## config.mk

```make
export PLATFORM = sky130hd
export DESIGN_NAME = strip_mine_seq
export DESIGN_NICKNAME = d
export VERILOG_FILES = /design/src/rtl/strip_mine_seq.sv
export SDC_FILE = /design/constraint.sdc
export NUM_CORES = 1
export LEC_CHECK = 0
export CAP_MARGIN = 40
export CELL_PAD_IN_SITES_DETAIL_PLACEMENT = 1
export CELL_PAD_IN_SITES_GLOBAL_PLACEMENT = 1
export CORE_UTILIZATION = 44
export CTS_BUF_LIST = sky130_fd_sc_hd__clkbuf_4
export CTS_CLUSTER_DIAMETER = 60
export DETAILED_ROUTE_END_ITERATION = 8
export GPL_ROUTABILITY_DRIVEN = 0
export PLACE_DENSITY = 0.86
export SYNTH_ARGS = -nofsm -noshare
export SYNTH_HDL_FRONTEND = slang
export SYNTH_SLANG_ARGS = --single-unit
```

## constraint.sdc

```tcl
create_clock -name clk -period 4.2 [get_ports clk]
set_input_delay 0.84 -clock clk [delete_from_list [all_inputs] [get_ports clk]]
set_output_delay 0.84 -clock clk [all_outputs]
set_load 0.05 [all_outputs]
```

## src/rtl/strip_mine_seq.sv

```systemverilog
`default_nettype none
// ============================================================================
//  Module   : strip_mine_seq
//  Purpose  : Strip-mining sequencer for vector-length setup. Accepts a
//             whole-vector request (encoded SEW, encoded LMUL, total AVL)
//             and emits a registered sequence of per-strip vl grants, each
//             vl = min(remaining, VLMAX), together with the element offset
//             of the strip, over a valid/ready handshake.
//  Revision : 1.0 - initial release
// ----------------------------------------------------------------------------
//  Parameters
//    VLEN        vector register length in bits (power of two, 128..1024)
//    AVL_W       width of the AVL, vl and offset fields
//  Ports
//    clk         clock, rising edge
//    rst_n       synchronous active-low reset
//    start       request pulse, sampled only while idle
//    sew_code    element width code   (000=8 .. 100=128, others invalid)
//    lmul_code   register group code  (000=1 .. 100=16,  others invalid)
//    AVL         total element count of the request
//    busy        request in progress
//    err         one-cycle pulse after a start with an invalid code
//    strip_valid strip grant valid
//    strip_ready downstream accepts the current strip
//    strip_vl    element count of the current strip
//    strip_off   offset of the first element of the current strip
//    strip_last  current strip is the final one
//    done        one-cycle pulse after the last strip (or a zero-length start)
// ============================================================================
module strip_mine_seq #(
  parameter int VLEN  = 128,
  parameter int AVL_W = 9
) (
  input  logic             clk,
  input  logic             rst_n,
  input  logic             start,
  input  logic [2:0]       sew_code,
  input  logic [2:0]       lmul_code,
  input  logic [AVL_W-1:0] AVL,
  output logic             busy,
  output logic             err,
  output logic             strip_valid,
  input  logic             strip_ready,
  output logic [AVL_W-1:0] strip_vl,
  output logic [AVL_W-1:0] strip_off,
  output logic             strip_last,
  output logic             done
);

  typedef enum logic [1:0] {
    ST_IDLE  = 2'd0,
    ST_ISSUE = 2'd1,
    ST_DONE  = 2'd2
  } state_t;

  // Any VLMAX at or above 2^AVL_W behaves identically, since no request can
  // hold more than 2^AVL_W-1 elements; clamp there so the register stays at
  // AVL_W+1 bits even for the largest VLEN/LMUL combinations.
  localparam int unsigned VL_CAP = 32'd1 << AVL_W;

  state_t             state;
  logic [AVL_W:0]     vlmax;      // held for the whole request
  logic [AVL_W-1:0]   remaining;  // elements not yet handed off, incl. current strip

  logic               codes_ok;
  logic [31:0]        vlmax_wide;
  logic [AVL_W:0]     vlmax_calc;
  logic [AVL_W-1:0]   rem_after;

  // Smaller of the remaining count and VLMAX, compared at full width.
  function automatic logic [AVL_W-1:0] clamp_vl(input logic [AVL_W-1:0] rem,
                                                input logic [AVL_W:0]   cap);
    if ({1'b0, rem} <= cap) begin
      clamp_vl = rem;
    end else begin
      clamp_vl = cap[AVL_W-1:0];
    end
  endfunction

  assign codes_ok   = (sew_code <= 3'd4) && (lmul_code <= 3'd4);
  assign vlmax_wide = (32'(VLEN) >> ({29'd0, sew_code} + 32'd3)) << lmul_code;

  always_comb begin
    vlmax_calc = vlmax_wide[AVL_W:0];
    if (vlmax_wide > VL_CAP) begin
      vlmax_calc = (AVL_W+1)'(VL_CAP);
    end
  end

  assign rem_after = remaining - strip_vl;

  always_ff @(posedge clk) begin
    if (!rst_n) begin
      state       <= ST_IDLE;
      vlmax       <= '0;
      remaining   <= '0;
      busy        <= 1'b0;
      err         <= 1'b0;
      strip_valid <= 1'b0;
      strip_vl    <= '0;
      strip_off   <= '0;
      strip_last  <= 1'b0;
      done        <= 1'b0;
    end else begin
      // err and done are single-cycle pulses
      err  <= 1'b0;
      done <= 1'b0;

      case (state)
        ST_IDLE: begin
          if (start) begin
            if (!codes_ok) begin
              err <= 1'b1;
            end else if (AVL == '0) begin
              // Zero-length request: no strips, straight to completion.
              busy  <= 1'b1;
              done  <= 1'b1;
              state <= ST_DONE;
            end else begin
              vlmax       <= vlmax_calc;
              remaining   <= AVL;
              strip_off   <= '0;
              strip_vl    <= clamp_vl(AVL, vlmax_calc);
              strip_last  <= ({1'b0, AVL} <= vlmax_calc);
              strip_valid <= 1'b1;
              busy        <= 1'b1;
              state       <= ST_ISSUE;
            end
          end
        end

        ST_ISSUE: begin
          // Strip fields only move on a handshake, so they hold under stall.
          if (strip_valid && strip_ready) begin
            remaining <= rem_after;
            strip_off <= strip_off + strip_vl;
            if (strip_last) begin
              strip_valid <= 1'b0;
              strip_last  <= 1'b0;
              done        <= 1'b1;
              state       <= ST_DONE;
            end else begin
              strip_vl   <= clamp_vl(rem_after, vlmax);
              strip_last <= ({1'b0, rem_after} <= vlmax);
            end
          end
        end

        ST_DONE: begin
          busy  <= 1'b0;
          state <= ST_IDLE;
        end

        default: begin
          state       <= ST_IDLE;
          busy        <= 1'b0;
          strip_valid <= 1'b0;
          strip_last  <= 1'b0;
        end
      endcase
    end
  end

endmodule
`default_nettype wire

```

==> tab_implementation.tex, run 1 <==
\begin{tabular}{lr}
\hline
Metric & Value \\
\hline
\multicolumn{2}{l}{\textbf{CTS}} \\
\quad Skew-Pair Late Insertion Delay & 390 ps \\
\quad Number of sinks driven by the clock tree & 44 \\
\quad Root Buffer & sky130\_fd\_sc\_hd\_\_clkbuf\_4 \\
\quad Count of buffers added by post-CTS timing repair for setup & 0 \\
\quad Number of cells upsized or downsized after cts & 0 \\
\quad H-tree lvl count & 2 \\
\quad Clock slew at reported path FFs & 150 ps \\
\quad Number of buffers inserted for hold repair after clock tree synthesis & 0 \\
\quad Maximum root-to-sink buffer count & 2 \\
\quad TritonCTS clock tree & done \\
\quad TritonCTS Buffers & 5 \\
\multicolumn{2}{l}{\textbf{Yosys}} \\
\quad Seq cells post-synth & 44 \\
\quad Netlist cell types & 72 \\
\quad Syn nets & 484 \\
\quad Netlist Area Pre-Place & approximately 3500 um\^{}2 \\
\quad Synthesized instance count & 429 \\
\quad Number of enable flip-flop cells after synthesis & 0 \\
\quad Average instance area after synthesis & approximately 8.3 um\^{}2 \\
\quad Yosys synthesis warning count & 0 \\
\quad Seq/Total Area, Yosys & 24.8\% \\
\quad Post-synthesis async set-or-reset flop share & 0\% \\
\quad Most frequently used flop master after synthesis & sky130\_fd\_sc\_hd\_\_dfxtp\_1 \\
\multicolumn{2}{l}{\textbf{Floorplanning}} \\
\quad Row Count & 32 \\
\quad Overall die area & $\sim$8400 um\^{}2 \\
\quad Die Span Y & between 90 and 100 um \\
\quad Die X & roughly 92 um \\
\quad Initial Util & between 40\% and 50\% \\
\quad Core box area & slightly below 8000 um\^{}2 \\
\quad I/O Pins & 42 \\
\multicolumn{2}{l}{\textbf{Timing}} \\
\quad Peak Freq & between 200 and 250 MHz \\
\quad Final hold viol count & 0 \\
\quad Final cycle utilization of the critical path & 96.1\% \\
\quad Final min period & 4040 ps \\
\quad Finish-stage setup viols & 0 \\
\quad Worst setup skew after layout & 14.9 ps \\
\quad Slew @ Worst Pin & 842 ps \\
\quad Count of final max-slew check failures & 0 \\
\quad Setup repair after global routing missed its margin & no \\
\quad Slew HR & between 40 and 50\% \\
\multicolumn{2}{l}{\textbf{Drt}} \\
\quad Routed length per placed instance & about 19 um \\
\quad DRC violation count after routing & 0 \\
\quad Post-DRT Antenna Nets & 0 \\
\quad Detailed-route wire length & between 10000 and 15000 um \\
\quad Mean number of vias per cell & between 5 and 6 \\
\quad Number of iterations in the first detailed-routing pass & 4 \\
\quad Violation count after the first detailed-routing iteration & about 140 \\
\quad Number of vias after detailed routing & between 3000 and 4000 \\
\multicolumn{2}{l}{\textbf{Global route}} \\
\quad GRT overflow & 0 \\
\quad Total Routing Usage GR & a little over a quarter \\
\quad First-pass GRT wire length & around 17000 um \\
\quad Number of antenna violations at the first check in global routing & 0 \\
\quad Number of global-route vias before repair & 3484 \\
\quad Maximum number of pins on one net before global-route repair & 29 \\
\multicolumn{2}{l}{\textbf{Setup path}} \\
\quad Kind of critical path & reg2reg \\
\quad Cell-by-cell listing of the critical path & ha\_1, fa\_1, nor2b\_1, o31a\_1, o21a\_1, nor2\_1, xnor2\_1, ha\_1, a21oi\_1, a21boi\_0, o41ai\_4, buf\_4, mux2i\_1, a22oi\_1, a21oi\_1 \\
\quad Sort of element at the end of the critical path & flip-flop \\
\quad WP data arrival & about 4400 ps \\
\quad Data required time at the worst endpoint & roughly 4500 ps \\
\quad Biggest fanout along the worst timing path & 8 \\
\quad Slowest cell on the critical path & sky130\_fd\_sc\_hd\_\_o41ai\_4 \\
\quad Crit path launch type & flip-flop \\
\quad Delay of the slowest cell on the worst path & 580 ps \\
\multicolumn{2}{l}{\textbf{Final layout}} \\
\quad Commonest cells after routing, fill and taps aside & 48 x sky130\_fd\_sc\_hd\_\_nor2\_1, 44 x sky130\_fd\_sc\_hd\_\_dfxtp\_1, 41 x sky130\_fd\_sc\_hd\_\_clkdlybuf4s50\_1 \\
\quad Antenna diode instance count & 0 \\
\quad Most common library cell in the layout ignoring fill and taps & sky130\_fd\_sc\_hd\_\_nor2\_1 \\
\quad Area Overhead vs Synth & 17.4\% \\
\quad Fraction of layout cells with a size suffix above 1 & between 10\% and 20\% \\
\quad Final standard cell utilization of the core & between 50\% and 60\% \\
\quad Number of nets in the final layout & 528 \\
\multicolumn{2}{l}{\textbf{Run status}} \\
\quad Run status & complete, no violations \\
\multicolumn{2}{l}{\textbf{Power}} \\
\quad Power per cell area & between 300 and 400 nW/um\^{}2 \\
\quad Reported leakage power & around 1.6 nW \\
\quad Peak supply drop & about 0.00022 V \\
\quad Final Total Pwr & around 1.5 mW \\
\multicolumn{2}{l}{\textbf{Run}} \\
\quad Max Cap Violations & 0 \\
\multicolumn{2}{l}{\textbf{Place}} \\
\quad HPWL after DPL & 8380 um \\
\quad IO Port Bufs & roughly 40 \\
\multicolumn{2}{l}{\textbf{Hold path}} \\
\quad Worst hold-check path type & reg2reg \\
\hline
\end{tabular}
[report_power, final]
group / internal [mW] / switching (mW) / total (mW)
sequential: 0.439 / 0.0256 / 0.465
clock: 0.127 / 0.163 / 0.290
combinational: 0.300 / 0.418 / 0.718
total: 0.866 / 0.607 / 1.47
[cells by family after synthesis]
kind of cell / Yosys count / share of synthesized area, %
muxes: 15 / 4.27
xor gates and xnor gates: 12 / 2.96
AOI/OAI and AO/OA: 119 / 24.9
adders and majority gates: 37 / 13.4
buffers and inverters: 53 / 6.98
and+or+nand+nor: 149 / 22.6
DFF: 44 / 24.8
[per-layer routing]
metal / global-route usage, % / wire length, um
met5: 0 / 0
met4: 6.38 / 141
met3: 3.90 / 425
met2: 46.2 / 5230
met1: 33.2 / 4920
[layout make-up]
class                      count  area, um^2
multi-input combinational    332        2420
clock buffer                   5        37.5
clock inverter                 3        46.3
inverter                      33         124
tap                          102         128
fill                         954        3600
timing repair buffer          57         531
sequential                    44         881
[stage by stage]
step,std cells,worst slack [ps],instance area (um^2),TNS [ps],hold slack [ps]
after floorplan,429,670,3550,0,436
after global placement,568,182,4080,0,435
after detailed placement,568,-13.7,4080,-24.9,447
after CTS,576,179,4170,0,471
after global routing,576,12.4,4170,0,505
final,576,164,4170,0,466
[worst max-delay path, delay by kind of cell (launching register included)]
kind                     cells  cell delay (ps)
XOR/XNOR                     1              260
AND/OR/NAND/NOR              2              250
multiplexers                 1              200
flip-flops                   1              410
buffers and inverters        1              280
adder cells (fa/ha/maj)      3             1040
AO/OA/AOI/OAI                7             1530
[Yosys cell counts, types with 5 or more instances]
library cell,count,area (um^2)
sky130_fd_sc_hd__nor2_1,48,180
sky130_fd_sc_hd__dfxtp_1,44,881
sky130_fd_sc_hd__ha_1,34,425
sky130_fd_sc_hd__a21oi_1,33,165
sky130_fd_sc_hd__inv_1,32,120
sky130_fd_sc_hd__nand2_1,30,113
sky130_fd_sc_hd__mux2i_1,14,140
sky130_fd_sc_hd__o21ai_1,13,65.1
sky130_fd_sc_hd__nand3_1,12,60.1
sky130_fd_sc_hd__a211oi_1,9,67.6
sky130_fd_sc_hd__clkbuf_1,8,30.0
sky130_fd_sc_hd__nand2b_1,8,50.1
sky130_fd_sc_hd__o21ai_0,8,40.0
sky130_fd_sc_hd__a211oi_2,7,87.6
sky130_fd_sc_hd__xnor2_1,7,61.3
sky130_fd_sc_hd__buf_2,6,30.0
sky130_fd_sc_hd__nor3_1,6,30.0
sky130_fd_sc_hd__nor2b_1,5,31.3
sky130_fd_sc_hd__o21a_1,5,37.5
sky130_fd_sc_hd__xor2_1,5,43.8
[path summary, 6_finish.rpt]
check	depth (start not counted)	from	end	slack, ps
worst max-delay path	15	strip_vl[0]	strip_vl[7]	160
worst min register to register	2	busy	busy	470
worst min-delay path	2	busy	busy	470
worst max register to register	15	strip_vl[0]	strip_vl[7]	160
[sequential cells by signal, summed over array words and instances (netlist names)]
name / cells
busy: 1
done: 1
err: 1
remaining: 9
state: 2
strip_last: 1
strip_off: 9
strip_valid: 1
strip_vl: 9
vlmax: 10
Power figures use the tool's default switching activity.
==> inputs of run 2 (changes only) <==
Settings changed: CELL_PAD_IN_SITES_DETAIL_PLACEMENT 1 to not set, CELL_PAD_IN_SITES_GLOBAL_PLACEMENT 1 to not set, CORE_UTILIZATION 44 to 45, PLACE_DENSITY 0.86 to 0.69.
==> run 2 against run 1 <==
  * Sequential share of layout area rose by 0.25 points
  * Final area fell by 1.2%
  * Clock skew rose by 3.9 ps
  * Core utilization fell by 0.076 points
  * Sequential power barely moved
  * Final cell count fell by 0.52%
  * Via count fell by 4.5%
  * Fmax rose by 4.6%
  * Register-to-register slack improved by 390 ps
  * Critical endpoint unchanged
==> tab_implementation.tex, run 2 (synthesis results as in run 1) <==
\begin{tabular}{lr}
\hline
Metric & Value \\
\hline
\multicolumn{2}{l}{\textbf{CTS}} \\
\quad Count of buffers added by post-CTS timing repair for setup & 0 (unchanged) \\
\quad H-tree lvl count & 2 (unchanged) \\
\quad Skew-Pair Late Insertion Delay & 360 ps (-30 ps) \\
\quad Clock slew at reported path FFs & 140 ps (about the same) \\
\quad TritonCTS Buffers & 5 (unchanged) \\
\quad Number of sinks driven by the clock tree & 44 (unchanged) \\
\quad TritonCTS clock tree & done \\
\quad Root Buffer & sky130\_fd\_sc\_hd\_\_clkbuf\_4 \\
\quad Number of cells upsized or downsized after cts & 0 (unchanged) \\
\quad Number of buffers inserted for hold repair after clock tree synthesis & 0 (unchanged) \\
\quad Maximum root-to-sink buffer count & 2 (unchanged) \\
\multicolumn{2}{l}{\textbf{Setup path}} \\
\quad Endpoint of the lowest-slack register-to-register path & strip\_vl[7] \\
\quad Slowest cell on the critical path & sky130\_fd\_sc\_hd\_\_clkdlybuf4s50\_1 \\
\quad Most repeated library cell on the critical path & sky130\_fd\_sc\_hd\_\_nand2\_1 \\
\quad Crit path launch type & input port \\
\quad WP data arrival & 4140 ps (-230 ps) \\
\quad Worst reg2reg path depth & 16 (+1) \\
\quad Kind of critical path & in2reg \\
\quad Cell-by-cell listing of the critical path & clkdlybuf4s50\_1, nand2\_1, or2\_1, o311a\_1, o31ai\_1, inv\_1, ha\_1, nand2\_1, a211oi\_1, o21ai\_2, a211oi\_4, buf\_4, o221ai\_1, a21o\_1, a21oi\_1 \\
\quad Delay of the slowest cell on the worst path & 640 ps (+60 ps) \\
\quad Biggest fanout along the worst timing path & 8 (unchanged) \\
\quad Worst setup slack for register-to-register paths & 550 ps (+390 ps) \\
\quad Critical R2R Launch & strip\_vl[0] \\
\quad Sort of element at the end of the critical path & flip-flop \\
\quad Data required time at the worst endpoint & 4480 ps (-50 ps) \\
\multicolumn{2}{l}{\textbf{Timing}} \\
\quad Final min period & 3860 ps (-178 ps) \\
\quad Setup repair after global routing missed its margin & no \\
\quad Final hold viol count & 0 (unchanged) \\
\quad Peak Freq & 259 MHz (+4.6\%) \\
\quad Slew HR & 46.2\% (+2.3 points) \\
\quad Worst setup skew after layout & 18.8 ps (+3.88 ps) \\
\quad Count of final max-slew check failures & 0 (unchanged) \\
\quad Final cycle utilization of the critical path & 91.8\% (-4.2 points) \\
\quad Finish-stage setup viols & 0 (unchanged) \\
\quad Post-route setup TNS & 0 ps (unchanged) \\
\quad Slew @ Worst Pin & 808 ps (-34.1 ps) \\
\multicolumn{2}{l}{\textbf{Global route}} \\
\quad Maximum number of pins on one net before global-route repair & 29 (unchanged) \\
\quad Number of global-route vias before repair & 3195 (-8.3\%) \\
\quad GRT overflow & 0 (unchanged) \\
\quad Number of antenna violations at the first check in global routing & 0 (unchanged) \\
\quad First-pass GRT wire length & 15300 um (-12\%) \\
\quad Total Routing Usage GR & 22.9\% (-3.2 points) \\
\multicolumn{2}{l}{\textbf{Drt}} \\
\quad Post-DRT Antenna Nets & 0 (unchanged) \\
\quad Routed length per placed instance & 15.5 um (-16\%) \\
\quad Mean number of vias per cell & 5.62 (-4.0\%) \\
\quad DRC violation count after routing & 0 (unchanged) \\
\quad Detailed-route wire length & 8900 um (-17\%) \\
\quad Violation count after the first detailed-routing iteration & 157 (+11\%) \\
\quad Number of iterations in the first detailed-routing pass & 4 (unchanged) \\
\quad Number of vias after detailed routing & 3220 (-4.5\%) \\
\multicolumn{2}{l}{\textbf{Floorplanning}} \\
\quad Core box area & 7690 um\^{}2 (-1.0\%) \\
\quad Initial Util & 46.2\% (+0.48 points) \\
\quad I/O Pins & 42 (unchanged) \\
\quad Overall die area & 8240 um\^{}2 (-2.2\%) \\
\quad Row Count & 32 (unchanged) \\
\quad Die Span Y & 90.8 um (-1.1\%) \\
\quad Die X & 90.8 um (-1.1\%) \\
\multicolumn{2}{l}{\textbf{Hold path}} \\
\quad Worst hold start & busy \\
\quad Endpoint with the worst hold slack & busy \\
\quad Cells on Worst Hold Path & 2 (unchanged) \\
\quad Worst hold-check path type & reg2reg \\
\multicolumn{2}{l}{\textbf{Final layout}} \\
\quad Largest register by flop count & vlmax \\
\quad Commonest cells after routing, fill and taps aside & 48 x sky130\_fd\_sc\_hd\_\_nor2\_1, 44 x sky130\_fd\_sc\_hd\_\_dfxtp\_1, 41 x sky130\_fd\_sc\_hd\_\_clkdlybuf4s50\_1 \\
\quad Area Overhead vs Synth & 16.0\% \\
\quad Antenna diode instance count & 0 (unchanged) \\
\quad Most common library cell in the layout ignoring fill and taps & sky130\_fd\_sc\_hd\_\_nor2\_1 \\
\quad Largest register FFs & 10 (unchanged) \\
\quad Number of nets in the final layout & 526 (-0.38\%) \\
\quad Fraction of layout cells with a size suffix above 1 & 11.3\% (-0.56 points) \\
\multicolumn{2}{l}{\textbf{Run status}} \\
\quad Run status & complete, no violations \\
\multicolumn{2}{l}{\textbf{Place}} \\
\quad HPWL after DPL & 6990 um (-17\%) \\
\quad IO Port Bufs & 41 (unchanged) \\
\multicolumn{2}{l}{\textbf{Power}} \\
\quad Reported leakage power & 1.60 nW (-1.5\%) \\
\quad Final Total Pwr & 1.33 mW (-9.4\%) \\
\quad Peak supply drop & 0.000202 V (-9.8\%) \\
\quad Power per cell area & 324 nW/um\^{}2 (-8.3\%) \\
\multicolumn{2}{l}{\textbf{Run}} \\
\quad Max Cap Violations & 0 (unchanged) \\
\hline
\end{tabular}
## run 2: cell count changes in the layout (fill, tap and decap cells not counted)
| cell | previous run | this run |
|---|---|---|
| sky130_fd_sc_hd__bufinv_16 | 1 | 0 |
| sky130_fd_sc_hd__buf_4 | 16 | 14 |
| sky130_fd_sc_hd__inv_6 | 1 | 0 |
| sky130_fd_sc_hd__clkinv_2 | 0 | 1 |
## run 2: routing by layer
layer	GRT usage (%)	share of wire, %	vias up
met2	38.7	45	77
met3	3.28	4.6	10
met4	6.08	1.3	0
li1	-	-	1637
met5	0	0	-
met1	30.3	49	1496
## run 2: final cells by class
class | instances | area, um^2
Fill cell | 753 | 3570
Inverter | 33 | 124
Clock buffer | 5 | 37.5
Multi-Input combinational cell | 332 | 2420
Clock inverter | 2 | 12.5
Timing Repair Buffer | 55 | 515
Tap cell | 102 | 128
Sequential cell | 44 | 881
## run 2: power by group
part | internal [mW] | total (mW) | switching [mW]
combinational | 0.283 | 0.664 | 0.380
sequential | 0.439 | 0.463 | 0.0240
clock | 0.0614 | 0.208 | 0.147
total | 0.784 | 1.33 | 0.551
## run 2: worst max-delay path by stage
stage / cells after the start / to / start
after floorplan: 15 / strip_vl[8] / strip_vl[2]
after global placement: 15 / strip_vl[7] / lmul_code[0]
after detailed placement: 15 / strip_vl[8] / sew_code[1]
after CTS: 15 / strip_vl[7] / sew_code[1]
after global routing: 15 / strip_vl[7] / sew_code[0]
final: 15 / strip_vl[7] / sew_code[1]
## run 2: critical path: cells and delay by family
family | cells | cell delay (ps)
buffers and inverters | 3 | 980
AO/OA/AOI/OAI | 8 | 1570
AND/OR/NAND/NOR | 3 | 440
adder cells (fa/ha/maj) | 1 | 290
## run 2: metrics by stage
step / instances / hold WS (ps) / worst slack (ps) / instance area (um^2) / util [%]
detailed placement: 566 / 444 / 21.3 / 4070 / 52.9
floorplan: 429 / 436 / 670 / 3550 / -
CTS: 573 / 467 / 382 / 4120 / 53.6
global placement: 566 / 436 / 161 / 4070 / 52.9
global route: 573 / 490 / 142 / 4120 / 53.6
finish: 573 / 460 / 342 / 4120 / 53.6
